<file path="src/rtl/if_stage.sv">
// ---------------------------------------------------------------------------
// if_stage -- instruction-fetch stage.
//
// Owns the program counter, drives it as the byte address into the
// instruction memory, and captures the returned word together with PC+4
// into the IF/ID pipeline register.
//
// Priority on each rising edge:
//   halted > branch > jump > stall > normal fetch.
//
// Ports:
//   clk, rst_n      clock, asynchronous active-low reset
//   Read_address    byte address to instruction memory (= PC)
//   Instruction     word returned by memory for Read_address (same cycle)
//   stall           hazard-unit hold request
//   branch_taken    resolved taken branch, target on branch_target
//   jump            jump request, target on jump_target
//   if_id_instr     registered instruction for decode
//   if_id_pc4       registered PC+4 of that instruction
//   if_id_valid     if_id_instr is a real fetched instruction
//   addr_err        sticky fetch-address fault (halts fetch until reset)
// ---------------------------------------------------------------------------
module if_stage #(
  parameter logic [31:0] RESET_PC  = 32'h0000_0000,
  parameter int unsigned MEM_BYTES = 160,
  parameter logic [31:0] NOP_WORD  = 32'h0000_0000
) (
  input  logic        clk,
  input  logic        rst_n,
  output logic [31:0] Read_address,
  input  logic [31:0] Instruction,
  input  logic        stall,
  input  logic        branch_taken,
  input  logic [31:0] branch_target,
  input  logic        jump,
  input  logic [31:0] jump_target,
  output logic [31:0] if_id_instr,
  output logic [31:0] if_id_pc4,
  output logic        if_id_valid,
  output logic        addr_err
);

  // Highest legal word address.
  localparam logic [31:0] LAST_WORD = 32'(MEM_BYTES - 4);

  logic [31:0] pc_q,    pc_d;
  logic [31:0] instr_q, instr_d;
  logic [31:0] pc4_q,   pc4_d;
  logic        valid_q, valid_d;
  logic        err_q,   err_d;

  logic [31:0] pc_plus4;
  logic        redirect;
  logic [31:0] target;
  logic        target_ok;

  assign pc_plus4  = pc_q + 32'd4;
  assign redirect  = branch_taken | jump;
  // Branch is the older instruction, so its target wins over a jump.
  assign target    = branch_taken ? branch_target : jump_target;
  assign target_ok = (target[1:0] == 2'b00) && (target <= LAST_WORD);

  always_comb begin
    pc_d    = pc_q;
    instr_d = instr_q;
    pc4_d   = pc4_q;
    valid_d = valid_q;
    err_d   = err_q;

    if (err_q) begin
      // Halted: PC frozen, bubbles only.
      instr_d = NOP_WORD;
      pc4_d   = '0;
      valid_d = 1'b0;
    end else if (redirect) begin
      // Redirect overrides stall and always flushes the wrong-path word.
      instr_d = NOP_WORD;
      pc4_d   = '0;
      valid_d = 1'b0;
      if (target_ok) begin
        pc_d = target;
      end else begin
        err_d = 1'b1;
      end
    end else if (!stall) begin
      instr_d = Instruction;
      pc4_d   = pc_plus4;
      valid_d = 1'b1;
      // The last word is still delivered; only the advance past it faults.
      if (pc_plus4 <= LAST_WORD) begin
        pc_d = pc_plus4;
      end else begin
        err_d = 1'b1;
      end
    end
  end

  always_ff @(posedge clk or negedge rst_n) begin
    if (!rst_n) begin
      pc_q    <= RESET_PC;
      instr_q <= NOP_WORD;
      pc4_q   <= '0;
      valid_q <= 1'b0;
      err_q   <= 1'b0;
    end else begin
      pc_q    <= pc_d;
      instr_q <= instr_d;
      pc4_q   <= pc4_d;
      valid_q <= valid_d;
      err_q   <= err_d;
    end
  end

  assign Read_address = pc_q;
  assign if_id_instr  = instr_q;
  assign if_id_pc4    = pc4_q;
  assign if_id_valid  = valid_q;
  assign addr_err     = err_q;

endmodule
</file>
<file path="config.mk">
export PLATFORM = sky130hd
export DESIGN_NAME = if_stage
export DESIGN_NICKNAME = d
export VERILOG_FILES = /design/src/rtl/if_stage.sv
export SDC_FILE = /design/constraint.sdc
export NUM_CORES = 1
export LEC_CHECK = 0
export ABC_AREA = 1
export CORE_ASPECT_RATIO = 1.1
export CORE_UTILIZATION = 48
export CTS_CLUSTER_SIZE = 24
export DETAILED_ROUTE_END_ITERATION = 10
export HOLD_SLACK_MARGIN = 0.03
export PLACE_DENSITY = 0.95
export SYNTH_ARGS = -nofsm -noshare
export SYNTH_HDL_FRONTEND = slang
export SYNTH_SLANG_ARGS = --single-unit
</file>
<file path="constraint.sdc">
create_clock -name clk -period 4.3 [get_ports clk]
set_clock_uncertainty 0.05 [all_clocks]
set_input_delay 0.86 -clock clk [delete_from_list [all_inputs] [get_ports clk]]
set_output_delay 0.86 -clock clk [all_outputs]
set_load 0.03 [all_outputs]
</file>
==> key figures <==
Outcome
  – Outcome: finished clean

Logic synthesis
  – Syn Inst Count: 724
  – Post-synth EDFFs: 0
  – Syn Nets: 827
  – Syn_area_per_cell: 7.26 um^2
  – Yosys top cell area share: 0.467
  – Top_reg_cell synth: dfrtp_1
  – Post-Syn Area: 0.00526 mm^2
  – Synth cell types: 32
  – Asr flop ratio synth: 1.00
  – Count leader, synth: nand2_1
  – Seq/Total Area, Yosys: 0.467
  – Synth top cells by count: 282 x nand2_1, 98 x dfrtp_1, 95 x nand3_1
  – Post-synthesis register bit count: 98
  – YS warnings: 0
  – Post-synth top area cell: dfrtp_1
  – Ranking of synthesized cells by area: dfrtp_1 47%, nand2_1 20%, nand3_1 9.0%

GRT
  – Initial antenna violation count: 0
  – Largest net degree at the start of global routing: 76
  – First-pass GRT wire length: 26600 um
  – Overflow after GRT: 0
  – Vias in the first global route: 5247
  – GRT Total Usage: 0.303

Timing
  – Final period utilization: 0.698
  – Fmax achieved: 0.333 GHz
  – Fin crit period: 3.00 ns
  – TNS Setup: 0 ns
  – Final setup violating endpoints: 0
  – RSZ-0062 raised after global routing: false
  – Slew Viols, Final: 0
  – Worst-Margin Slew: 0.943 ns
  – Final Hold Viols: 0
  – Slew headroom: 0.371

Place
  – Placer Congestion: 0.934
  – Port buffer count: 198
  – Detail Placement HPWL: 12100 um

Clock network
  – # clock sinks: 98
  – CTS buffer count: 9
  – Clock Latency Late Sink: 0.34 ns
  – H-tree levels: 3
  – Root Driver: clkbuf_16
  – Clock Path Buffers: 2
  – Register clock-pin slew on the reported worst setup and hold paths: 0.07 ns
  – CTS tree: done
  – Post-CTS setup buffer count: 0
  – Post-CTS sizing: 0
  – CTS Hold Bufs: 0

Drt
  – Detail Route Antenna Nets: 0
  – Drt first-iter violations: 419
  – TritonRoute pass-1 iters: 5
  – Vias/cell: 5.26
  – Avg WL per Cell: 15.5 um
  – Routed Wire Length: 16300 um
  – # DRC: 0
  – DR vias: 5548

Floorplanning
  – Io pins: 199
  – Rows: 39
  – Starting Density: 0.499
  – Core area: 0.0105 mm^2
  – Die Y: 112 um
  – Die area: 0.0114 mm^2
  – Die X: 102 um

Pwr
  – Sequential share of power: 0.443
  – Max rail drop VDD: 178 uV
  – Pint: 0.00162 W
  – Clock power share: 0.399
  – LEAKAGE: 3.67 nW
  – Net Switching: 0.000578 W
  – Logic gate share of total power: 0.158
  – Sw frac: 0.262
  – PwrDens: 288 mW/mm^2

Run
  – Max Cap Viol: 0

Worst setup path
  – Critical Path Fanout Max: 24
  – Worst setup SP type: primary input
  – Critical Path RT: 4.48 ns
  – CP max stage cell: clkdlybuf4s50_1
  – Arrival @ worst endpoint: 3.18 ns
  – Crit Path Category: in -> reg
  – CP dominant cell by count: nand2_1
  – CP peak stage delay: 0.48 ns
  – Cells along the critical path: clkdlybuf4s50_1 -> buf_4 -> nand2_1 -> nand2_1 -> o21ai_0 -> o2111ai_1 -> nor2_1 -> nand2_1 -> a21boi_2 -> buf_12 -> nand2_2 -> nand2_1 -> nand2_1
  – CP Capture Type: flop

Cells and area
  – Area delta synth->final: 45.5%
  – Fill cell count: 803
  – N_diodes: 0
  – Final net count: 1010
  – Fraction of layout cells with a size suffix above 1: 0.0538
  – Util after Layout: 0.726

Hold path
  – Type of the tightest min-delay check: reg -> reg
==> power groups by stage <==
stage          combinational (W)  sequential [W]  clock [W]
6_report                0.000348        0.000975   0.000879
5_1_grt                 0.000381        0.000977   0.000928
4_1_cts                 0.000348        0.000973   0.000883
3_5_place_dp            0.000347        0.000990          0
3_3_place_gp            0.000342        0.000989          0
2_1_floorplan           0.000128         0.00102          0
==> critical path, delay by kind of cell <==
| family | cells | cell delay (ns) |
|---|---|---|
| AO/OA/AOI/OAI | 3 | 0.76 |
| buffers and inverters | 3 | 0.96 |
| AND/OR/NAND/NOR | 7 | 0.60 |
==> sequential cells by signal (all words and copies together), names as in the netlist <==
register and cells:
if_id_valid 1, if_id_instr 32, addr_err 1, if_id_pc4 32
Read_address 32
==> per-stage QoR <==
stage / instances / hold WS [ns] / setup slack (ns) / total power [W] / cell area, um^2
finish: 1054 / 0.460 / 1.30 / 0.00220 / 7650
global route: 1054 / 0.481 / 1.08 / 0.00229 / 7650
detailed placement: 1039 / 0.444 / 0.996 / 0.00134 / 7320
floorplan: 724 / 0.514 / 1.90 / 0.00115 / 5260
CTS: 1054 / 0.463 / 1.33 / 0.00220 / 7650
global placement: 1039 / 0.442 / 1.05 / 0.00133 / 7320
==> final timing paths <==
path / to / depth (start not counted) / start / slack [ns]
max: Read_address[2] / 13 / branch_taken / 1.30
min: if_id_instr[2] / 2 / if_id_instr[2] / 0.46
max reg2reg: Read_address[2] / 14 / Read_address[2] / 1.46
min reg2reg: if_id_instr[2] / 2 / if_id_instr[2] / 0.46
max in group asynchronous: Read_address[1] / 2 / rst_n / 2.69
min in group asynchronous: Read_address[15] / 1 / rst_n / 0.61
==> cell usage in the layout, fill, tap and decap left out, types with 9 or more instances in the layout <==
cell type | netlist | final
a21oi_1 | 26 | 26
clkbuf_16 | 0 | 9
clkdlybuf4s50_1 | 0 | 196
dfrtp_1 | 98 | 98
inv_1 | 48 | 48
nand2_1 | 282 | 282
nand3_1 | 95 | 95
nand4_1 | 14 | 14
nor2_1 | 64 | 62
o21ai_0 | 21 | 21
==> cell families (layout without fill, tap and decap cells) <==
family,count (synthesis),in the layout,share of synthesized area
AND/OR/NAND/NOR,477,477,0.389
multiplexers,4,4,0.00762
AO/OA/AOI/OAI,57,57,0.0588
buffers and inverters,83,270,0.0683
flip-flops,98,98,0.467
XOR/XNOR,3,3,0.00500
adder cells (fa/ha/maj),2,2,0.00476
==> cell type report <==
class	count	area, um^2	share of cell area
Tap cell	143	179	0.0234
Multi-Input combinational cell	543	2460	0.322
Clock inverter	5	85.1	0.0111
Timing Repair Buffer	205	2040	0.267
Sequential cell	98	2450	0.321
Clock buffer	10	239	0.0312
Inverter	50	190	0.0249
==> metal layers <==
| layer | part of all wire | vias up | wire [um] | global-route usage |
|---|---|---|---|---|
| li1 | - | 2673 | - | - |
| met3 | 0.069 | 28 | 1130 | 0.0559 |
| met5 | 0 | - | 0 | 0 |
| met1 | 0.39 | 2577 | 6320 | 0.374 |
| met4 | 0.021 | 0 | 337 | 0.0850 |
| met2 | 0.52 | 270 | 8540 | 0.536 |
No activity file was read; power rests on OpenSTA's default activity.
